$ cat src/rtl/uart_rom_loader.sv
// UART byte-stream to ROM loader.
// Packs received bytes little-endian into 32-bit words and writes them out.
module uart_rom_loader #(
  parameter int unsigned CLK_rate  = 100000000,
  parameter int unsigned Baud_rate = 9600,
  parameter int unsigned MAX_WORDS = 500
) (
  input  logic        clk_i,
  input  logic        rst_n_i,
  input  logic        en_load_i,
  input  logic        rx_valid_i,
  input  logic [7:0]  rx_data_i,
  output logic        w_rom_en_o,
  output logic [15:0] w_rom_addr_o,
  output logic [31:0] w_rom_data_o,
  output logic [15:0] word_count_o,
  output logic        busy_o,
  output logic        done_o,
  output logic        overflow_o
);

  localparam int unsigned TIMEOUT =
    (CLK_rate / Baud_rate) * 20;
  localparam int unsigned TMR_BITS =
    $clog2(TIMEOUT + 1);
  localparam int unsigned TMR_W =
    (TMR_BITS > 21) ? TMR_BITS : 21;
  localparam logic [TMR_W-1:0] TMR_LOAD =
    TMR_W'(TIMEOUT);
  localparam logic [15:0] MAX_W = 16'(MAX_WORDS);

  typedef enum logic [1:0] {
    S_IDLE,
    S_COLLECT,
    S_WRITE,
    S_DONE
  } state_t;

  state_t             state_q, state_d;
  logic [TMR_W-1:0]   timer_q, timer_d;
  logic [1:0]         byte_idx_q, byte_idx_d;
  logic [31:0]        word_q, word_d;
  logic [15:0]        word_count_q, word_count_d;
  logic               overflow_q, overflow_d;
  logic               wr_en;
  logic               rom_full;

  assign rom_full = (word_count_q >= MAX_W);

  // State register; reset drops any partial session at once.
  always_ff @(posedge clk_i or negedge rst_n_i) begin
    if (!rst_n_i) begin
      state_q      <= S_IDLE;
      timer_q      <= '0;
      byte_idx_q   <= '0;
      word_q       <= '0;
      word_count_q <= '0;
      overflow_q   <= 1'b0;
    end else begin
      state_q      <= state_d;
      timer_q      <= timer_d;
      byte_idx_q   <= byte_idx_d;
      word_q       <= word_d;
      word_count_q <= word_count_d;
      overflow_q   <= overflow_d;
    end
  end

  // Next-state: byte packing, idle timeout, write and overflow.
  always_comb begin
    state_d      = state_q;
    timer_d      = timer_q;
    byte_idx_d   = byte_idx_q;
    word_d       = word_q;
    word_count_d = word_count_q;
    overflow_d   = overflow_q;
    wr_en        = 1'b0;

    unique case (state_q)
      S_IDLE: begin
        if (en_load_i && rx_valid_i) begin
          word_count_d = '0;
          overflow_d   = 1'b0;
          word_d       = {24'b0, rx_data_i};
          byte_idx_d   = 2'd1;
          timer_d      = TMR_LOAD;
          state_d      = S_COLLECT;
        end
      end

      S_COLLECT: begin
        if (!en_load_i) begin
          word_d     = '0;
          byte_idx_d = '0;
          timer_d    = '0;
          state_d    = S_IDLE;
        end else if (rx_valid_i) begin
          word_d[{byte_idx_q, 3'b000} +: 8] = rx_data_i;
          byte_idx_d = byte_idx_q + 2'd1;
          timer_d    = TMR_LOAD;
          if (byte_idx_q == 2'd3) begin
            state_d = S_WRITE;
          end
        end else if (timer_q == '0) begin
          state_d = (byte_idx_q != 2'd0) ? S_WRITE
                                         : S_DONE;
        end else begin
          timer_d = timer_q - 1'b1;
        end
      end

      S_WRITE: begin
        if (!en_load_i) begin
          word_d     = '0;
          byte_idx_d = '0;
          timer_d    = '0;
          state_d    = S_IDLE;
        end else if (rom_full) begin
          overflow_d = 1'b1;
          word_d     = '0;
          byte_idx_d = '0;
          timer_d    = '0;
          state_d    = S_DONE;
        end else begin
          wr_en        = 1'b1;
          word_count_d = word_count_q + 16'd1;
          timer_d      = TMR_LOAD;
          state_d      = S_COLLECT;
          // A byte landing now starts the next word.
          if (rx_valid_i) begin
            word_d     = {24'b0, rx_data_i};
            byte_idx_d = 2'd1;
          end else begin
            word_d     = '0;
            byte_idx_d = '0;
          end
        end
      end

      S_DONE: begin
        if (!en_load_i) begin
          state_d = S_IDLE;
        end
      end

      default: begin
        state_d = S_IDLE;
      end
    endcase
  end

  assign w_rom_en_o   = wr_en;
  assign w_rom_addr_o = wr_en ? word_count_q : '0;
  assign w_rom_data_o = wr_en ? word_q : '0;
  assign word_count_o = word_count_q;
  assign busy_o       = (state_q == S_COLLECT) ||
                        (state_q == S_WRITE);
  assign done_o       = (state_q == S_DONE);
  assign overflow_o   = overflow_q;

endmodule

$ cat config.mk
export PLATFORM = sky130hd
export DESIGN_NAME = uart_rom_loader
export DESIGN_NICKNAME = d
export VERILOG_FILES = /design/src/rtl/uart_rom_loader.sv
export SDC_FILE = /design/constraint.sdc
export NUM_CORES = 1
export LEC_CHECK = 0
export CAP_MARGIN = 25
export CORE_UTILIZATION = 58
export CTS_BUF_LIST = sky130_fd_sc_hd__clkbuf_8
export DETAILED_ROUTE_END_ITERATION = 12
export GPL_TIMING_DRIVEN = 0
export MAX_ROUTING_LAYER = met4
export PLACE_DENSITY = 0.88
export SLEW_MARGIN = 20
export SYNTH_ARGS = -nofsm -noshare
export SYNTH_HDL_FRONTEND = slang
export SYNTH_SLANG_ARGS = --single-unit
$ cat constraint.sdc
create_clock -name clk_i -period 3.4 [get_ports clk_i]
set_input_delay 0.51 -clock clk_i [delete_from_list [all_inputs] [get_ports clk_i]]
set_output_delay 0.51 -clock clk_i [all_outputs]
set_load 0.1 [all_outputs]
# Word level (Yosys, flattened, before mapping)
# Index checks and enable logic that the tools add are counted.
# classes
reduce_logical,12
n_addsub,4
order_cmp,1
eq_ne,13
mux,44
shift,2
# ops
operator,count
$mux 32,4
$pmux 32 s3,1
$mux 21,4
$mux 16,4
$pmux 21 s3,1
$mux 18,2
$bwmux 32,1
$pmux 16 s2,1
$shift 8x7->32 const A,1
$shiftx 8x7->32,1
$mux 8,3
$logic_not 21->1,1
$sub 21x1->21 const B,1
$mux 2,10
$add 16x1->16 const B,1
$ge 16x9->1 const B,1
$ne 4x4->1 const B,3
$reduce_and 4->1,3
$mux 1,10
$ne 2x2->1 const B,5
$pmux 2 s4,1
$neg 5->7,1
$eq 2x2->1 const B,3
$pmux 2 s3,1
other kinds (10),12
# word_totals
ff_bits,74
out_inout_bits,68
wordCells,82

# Depth between registers and ports, before layout
# Gate-level depths: netlist of the first run.
# logic_depth
depth_word,6
ltp_mapped,8
depth_no_buf,7

# Worst setup path after synthesis of the first run
# No wires, ideal clock.
# synth_timing
path_type,flip-flop to output port
from,"register word_count_q[11], in the netlist word_count_o[11]"
to,output port w_rom_addr_o[0]
path_stages_with_launch,5
required_ns,2.890
arrival_time_ns,3.652
n_path_buf,1
path_slack_ns,-0.762
cell_sequence,dfrtp_1 > nor4_1 > o211ai_1 > clkbuf_1 > nor3_1
# synth_via
elab_chain_len,5
# synth_rtl
item,line_no,source
from (decl),43,"logic [15:0] word_count_q, word_count_d;"
from (signal assigned),64,word_count_q <= word_count_d;
$ge 16x9->1,48,assign rom_full = (word_count_q >= MAX_W);
$mux 1,118,end else if (rom_full) begin
$mux 1,113,if (!en_load_i) begin
$mux 1,79,unique case (state_q)
$mux 16,153,assign w_rom_addr_o = wr_en ? word_count_q : '0;
to (decl),14,"output logic [15:0] w_rom_addr_o,"
# Every way passes these cells.

# Worst setup path after layout of the first run
# layout_timing
from,register state_q[0]
to,output port w_rom_data_o[7]
# layout_via
elab_chain_len,3
# layout_rtl
item,line_no,source
from (decl),39,"state_t state_q, state_d;"
from (signal assigned),60,state_q <= state_d;
$eq 2x2->1,79,
$mux 1,79,
$mux 32,154,assign w_rom_data_o = wr_en ? word_q : '0;
to (decl),15,"output logic [31:0] w_rom_data_o,"
# Every way passes these cells.

==> results of run 1 <==
[path summary, 6_finish.rpt]
check,to,cells after the start
worst max-delay path,w_rom_data_o[7],7
worst min-delay path,word_count_o[0]$_DFFE_PN0P_,1
worst max register to register,word_q[4]$_DFFE_PN0P_,7
worst min register to register,timer_q[18]$_DFFE_PN0P_,1
max in group asynchronous,word_q[23]$_DFFE_PN0P_,2
min in group clk_i,timer_q[18]$_DFFE_PN0P_,1
[kinds of logic (layout without fill, tap and decap cells)]
family                     Yosys count  after routing
buffers and inverters               41            130
muxes                                3              3
other                                1              7
xor gates and xnor gates             6              6
AOI/OAI and AO/OA                  128            128
DFF                                 74             74
adders and majority gates           12             12
and+or+nand+nor                    197            197
[Yosys cell counts, types with 2 or more instances]
cell	instances	area share, %
dfrtp_1	74	44
nand2_1	51	4.6
a21oi_1	47	5.6
and2_1	46	6.9
nand3_1	32	3.8
nor2_1	18	1.6
a31oi_1	17	2.5
clkbuf_1	17	1.5
nor3_1	16	1.9
inv_1	13	1.2
a22o_1	12	2.5
ha_1	12	3.6
o21ai_0	8	0.96
o21ai_1	8	0.96
buf_4	7	1.3
xnor2_1	6	1.3
and3_1	5	0.75
nor2b_1	5	0.75
a21o_1	3	0.54
a32o_1	3	0.72
buf_2	3	0.36
nor4_1	3	0.45
o211ai_1	3	0.54
o31ai_1	3	0.54
a2111oi_0	2	0.42
a2111oi_2	2	0.72
a211o_1	2	0.42
a211oi_1	2	0.36
and4_1	2	0.42
mux2i_1	2	0.48
nand2b_1	2	0.30
nand3b_1	2	0.36
nand4_1	2	0.30
or3_1	2	0.30
or3b_2	2	0.42
[cells in the final DEF, fill, tap and decap left out, types with 5 or more instances in the layout]
cell and n:
dfrtp_1 74, nand2_1 51, a21oi_1 47, and2_1 37, nand3_1 32, buf_2 30, clkdlybuf4s50_1 28, nor2_1 18
a31oi_1 17, nor3_1 16, clkbuf_1 15, inv_1 14, a22o_1 12, ha_1 12, clkbuf_4 12, and2_2 9
clkbuf_8 9, o21ai_0 8, o21ai_1 8, buf_4 8, conb_1 7, xnor2_1 6, clkbuf_2 5, nor2b_1 5
and3_1 5
[registers in the layout (all words and copies together), names as in the netlist]
name,flops
word_q,32
timer_q,21
word_count_o,16
byte_idx_q,2
state_q,2
overflow_o,1
[worst max-delay path, stage by stage (launching register included)]
cell and delay [ns]:
dfrtp_1 0.40, inv_1 0.12, ha_1 0.28, and2_1 0.23
o2111a_2 0.39, clkbuf_1 0.34, and2_1 0.20, buf_2 0.43
[stage by stage]
stage / hold WS, ns / power [mW] / setup TNS, ns / std cells
floorplan: 0.214 / 2.63 / -2.29 / 468
global placement: 0.461 / 3.04 / -68.65 / 635
detailed placement: 0.427 / 3.12 / -19.74 / 636
CTS: 0.0509 / 3.87 / 0 / 652
global route: 0.0659 / 4.14 / 0 / 653
finish: 0.0478 / 3.91 / 0 / 653
[metal layers]
metal | up-vias | part of all wire, % | GRT usage [%]
li1 | 1828 | - | -
met2 | 184 | 49 | 52.4
met5 | - | 0 | -
met4 | 0 | 2.0 | 15.0
met3 | 23 | 6.5 | 5.50
met1 | 1934 | 42 | 42.6
[power by group through the flow]
stage                     Sequential (mW)  Clock (mW)  Combinational [mW]
after floorplan                      1.22           0                1.40
after global routing                 1.24       0.794                2.10
final                                1.22       0.753                1.94
after detailed placement             1.22           0                1.89
after CTS                            1.21       0.758                1.90
after global placement               1.21           0                1.83
[final cells by class]
class,instances,area (µm²)
multi-input combinational,353,2180
inverter,13,48.8
sequential,74,1850
fill,507,1740
timing repair buffer,73,567
buffer,28,145
clock buffer,9,124
clock inverter,7,93.8
tap,96,120
==> impl_metrics.ini, run 1 <==
[clock_network]
clockBufferDepth = 2
cts_tree = built
numCtsBuffers = 9
cts.sinks = 74
holdBufCountCts = 0
postCtsSetupBuffers = 0
clkSlewWorstSetupHoldPaths_ns = 0.08
cts_resized = 164
clock_tree.root_cell = clkbuf_8
htreeDepth = 3
clk_latency_ns = 0.35

[place]
gp_congestion = 0.878
place_area_um2 = 5080
hpwlAfterDp_um = 8060
port_buffers = 71
dp_slack_ns = -0.626

[job]
maxCapViolations = 0

[power]
netSwitchingPower_mw = 1.83
internal-power_mw = 2.08
p_comb_share_pct = 49.5
p_per_area_nw_per_um2 = 762
pwr-share-seq_pct = 31.2
clkPwrFrac_pct = 19.2
ir_drop_mv = 0.422
switching_share_pct = 46.8
p_leak_nw = 2.31

[floorplanning]
dieArea_um2 = 7560
row_count = 30
ios = 80
core_area_um2 = 6870
die_width_um = 86.9
start_util_pct = 60.9
die_y_um = 86.9

[setup_path]
crit_required_ns = 2.89
cp_max_fo = 10
start_kind = flop
startpoint = state_q[0]$_DFFE_PN0P_
reg2reg_from = state_q[1]$_DFFE_PN0P_
rrSetupSlack_ns = 0.65
crit_type = reg2out
worstPathArrival_ns = 2.74
cp-end-kind = primary output

[global_routing]
grt_pass1_vias = 3788
grt_usage_pct = 33.3
grt_overflow = 0
grt_pass1_wl_um = 18700
antenna_found_initial = 0
grt_start_max_net_pins = 54

[finish]
diodes = 0
nets = 576
stdcell_area_um2 = 5130
areaGrowthSynthToFinish_pct = 22.7
drive_gt1_share_pct = 17.8
fin_util_pct = 74.7

[routing]
wire_per_inst_um = 17.6
num_vias = 3969
dr.pass1.iters = 5
via_per_inst = 6.08
drt-initial-drc-count = 329
routed_wl_um = 11500
drc = 0
detail-route-antenna-nets = 0

[sta]
finalSetupViolations = 0
setup_ws_ns = 0.152
slew_viol_final = 0
relSlewSlack_pct = 32.5
tightest_slew_ns = 1.01
period_minus_slack_ns = 3.25
fmax_mhz = 308
hold_violations = 0
skew_ns = 0.00728
fin_crit_sh_pct = 95.5
rsz0062_at_grt = no

[synthesis]
async_flop_share_pct = 100
synth_fa_ha_area_share_pct = 3.59
synth_xor_area_share_pct = 1.26
ys_warn_count = 0
synth.distinct_cells = 63
synth_seq_cells = 74
synth_top_family_by_area = simple AND/OR/NAND/NOR gates
netlist_area_um2 = 4190
avgSynthCellArea_um2 = 9.06
synthCells = 462
ys_seq_area_share_pct = 44.2
synth_edf_count = 0
muxShareOfSynthArea_pct = 0.747
synth_compound_area_share_pct = 20.5
synthFlopType = dfrtp_1
synth_simple_gate_area_share_pct = 25.0

[run_status]
outcome = complete, no violations

[min_path]
hp-class = in2async
No activity file was read; power rests on OpenSTA's default activity.
==> run 2, diff against run 1 <==
Settings changed: CORE_UTILIZATION 58 to 35, PLACE_DENSITY 0.88 to not set.
==> run 2 against run 1 <==
  * Sequential power hardly changed
  * Sequential share of layout area is 0.65 points lower
  * Clock power is 2% lower
  * Sequential cell count stayed put
  * The run now ends with DRC left
  * Largest cell class unchanged
  * Total power is 0.81% lower
  * Cell count is 7.0% higher
  * Combinational power hardly changed
  * Critical path type unchanged
==> impl_metrics.ini, run 2 (same netlist as run 1, synthesis figures left out) <==
[finish]
regMostFlops = word_q
largest_reg_flops = 32
areaGrowthSynthToFinish_pct = 24.9
final_common_cell = dfrtp_1
drive_gt1_share_pct = 16.9
nFillCells = 1153
nets = 576
final_cell_mix = 74 x dfrtp_1, 51 x nand2_1, 47 x a21oi_1, 37 x and2_1, 32 x nand3_1

[global_routing]
grt_overflow = 0
grt_usage_pct = 19.7
antenna_found_initial = 1
grt_util_met1_pct = 25.7
grt_use_met3_pct = 2.72
grt_start_max_net_pins = 55
grt_pass1_wl_um = 18800
met2_usage_pct = 30.8
top_usage_layer = met2
grt_pass1_vias = 3659

[place]
gp_congestion = 0.847
hpwlAfterDp_um = 8140
port_buffers = 71

[clock_network]
postCtsSetupBuffers = 0
htreeDepth = 3
clockBufferDepth = 2
clk_latency_ns = 0.35
cts.sinks = 74
numCtsBuffers = 9
clock_tree.root_cell = clkbuf_8
holdBufCountCts = 0
cts_tree = built
clkSlewWorstSetupHoldPaths_ns = 0.08

[sta]
fmax_mhz = 308
period_minus_slack_ns = 3.25
hold_violations = 0
rsz0062_at_grt = no
skew_ns = 0.0123
relSlewSlack_pct = 31.2
timing.setup.tns_ns = 0
finalSetupViolations = 0
fin_crit_sh_pct = 95.5
slew_viol_final = 0
tightest_slew_ns = 1.03

[floorplanning]
start_util_pct = 36.3
die_width_um = 111
dieArea_um2 = 12400
die_y_um = 111
ios = 80
core_area_um2 = 11500
row_count = 39

[routing]
routed_wl_um = 11300
drt-initial-drc-count = 320
detail-route-antenna-nets = 0
num_vias = 3817
wire_per_inst_um = 16.2
via_per_inst = 5.46
dr.pass1.iters = 9
drc = 14

[setup_path]
rrSetupSlack_ns = 0.59
cp-end-kind = primary output
slowest_delay_ns = 0.45
cpLargestDelayFamily = buffers and inverters
crit_required_ns = 2.89
crit_cells = 7
worstPathArrival_ns = 2.74
rr_worst_depth = 7
crit_type = reg2out
cp_max_fo = 10
start_kind = flop
worst_path_most_repeated_cell = and2_1
crit_chain = inv_1 -> ha_1 -> and2_1 -> o2111a_1 -> clkbuf_1 -> and2_1 -> buf_2
crit_slowest_cell = o2111a_1
worst-path-buf-inv = 3

[power]
ir_drop_mv = 0.257
p_per_area_nw_per_um2 = 743
total_power_mw = 3.88
p_leak_nw = 2.29

[run_status]
outcome = finished with violations
violations = DRC

[job]
maxCapViolations = 0

[min_path]
hp-class = in2async
[run 2: cell count changes in the layout (fill, tap and decap cells not counted), sizes merged]
| cell | previous run | this run |
|---|---|---|
| clkbuf | 41 | 59 |
| buf | 40 | 23 |
| clkinv | 2 | 1 |
| clkinvlp | 1 | 0 |
| diode | 0 | 1 |
| inv | 15 | 14 |
[run 2: cell type report]
class                   instances  area [µm²]  share of cell area (%)
clock buffers                  10         138                    2.63
inverters                      13        48.8                   0.933
clock inverters                 4        68.8                    1.32
well taps                     143         179                    3.42
repair buffers                 73         607                    11.6
multi-input cells             353        2190                    41.9
flip-flops and latches         74        1850                    35.4
plain buffers                  28         144                    2.75
diodes                          1        2.50                  0.0479
[run 2: timing repair]
item / CTS / global route
gates resized for setup: 175 / 58
endpoints found under the setup margin: 42 / 41
pin swaps: 0 / 0
[run 2: final timing paths]
path	startpoint	end
max in group asynchronous	rst_n_i	byte_idx_q[1]$_DFFE_PN0P_
setup / recovery	state_q[0]$_DFFE_PN0P_	w_rom_data_o[14]
hold reg to reg	timer_q[18]$_DFFE_PN0P_	timer_q[18]$_DFFE_PN0P_
hold / removal	rst_n_i	word_count_o[0]$_DFFE_PN0P_
min in group clk_i	timer_q[18]$_DFFE_PN0P_	timer_q[18]$_DFFE_PN0P_
setup reg to reg	state_q[0]$_DFFE_PN0P_	word_q[4]$_DFFE_PN0P_
[run 2: power by group]
group          total [mW]  internal [mW]  switching, mW  leakage [nW]
sequential           1.21           1.06          0.149         0.994
combinational        1.93          0.612           1.32          1.19
clock               0.741          0.422          0.320         0.109
[run 2: metal layers]
layer,routed length [µm],part of all wire [%]
met4,210,1.9
met2,5390,48
met5,0,0
met1,5120,45
met3,622,5.5
[run 2: metrics by stage]
stage          std cells  cell area (µm²)  setup slack [ns]  hold WS (ns)  utilization, %
6_report             699             5230             0.154        0.0358            45.4
5_1_grt              699             5230          0.000923        0.0460            45.4
4_1_cts              697             5230           0.00229        0.0338            45.4
3_5_place_dp         683             5150            -0.633         0.417            44.7
3_3_place_gp         682             5110            -0.857         0.471            44.4
2_1_floorplan        468             4220            -0.762         0.214               -
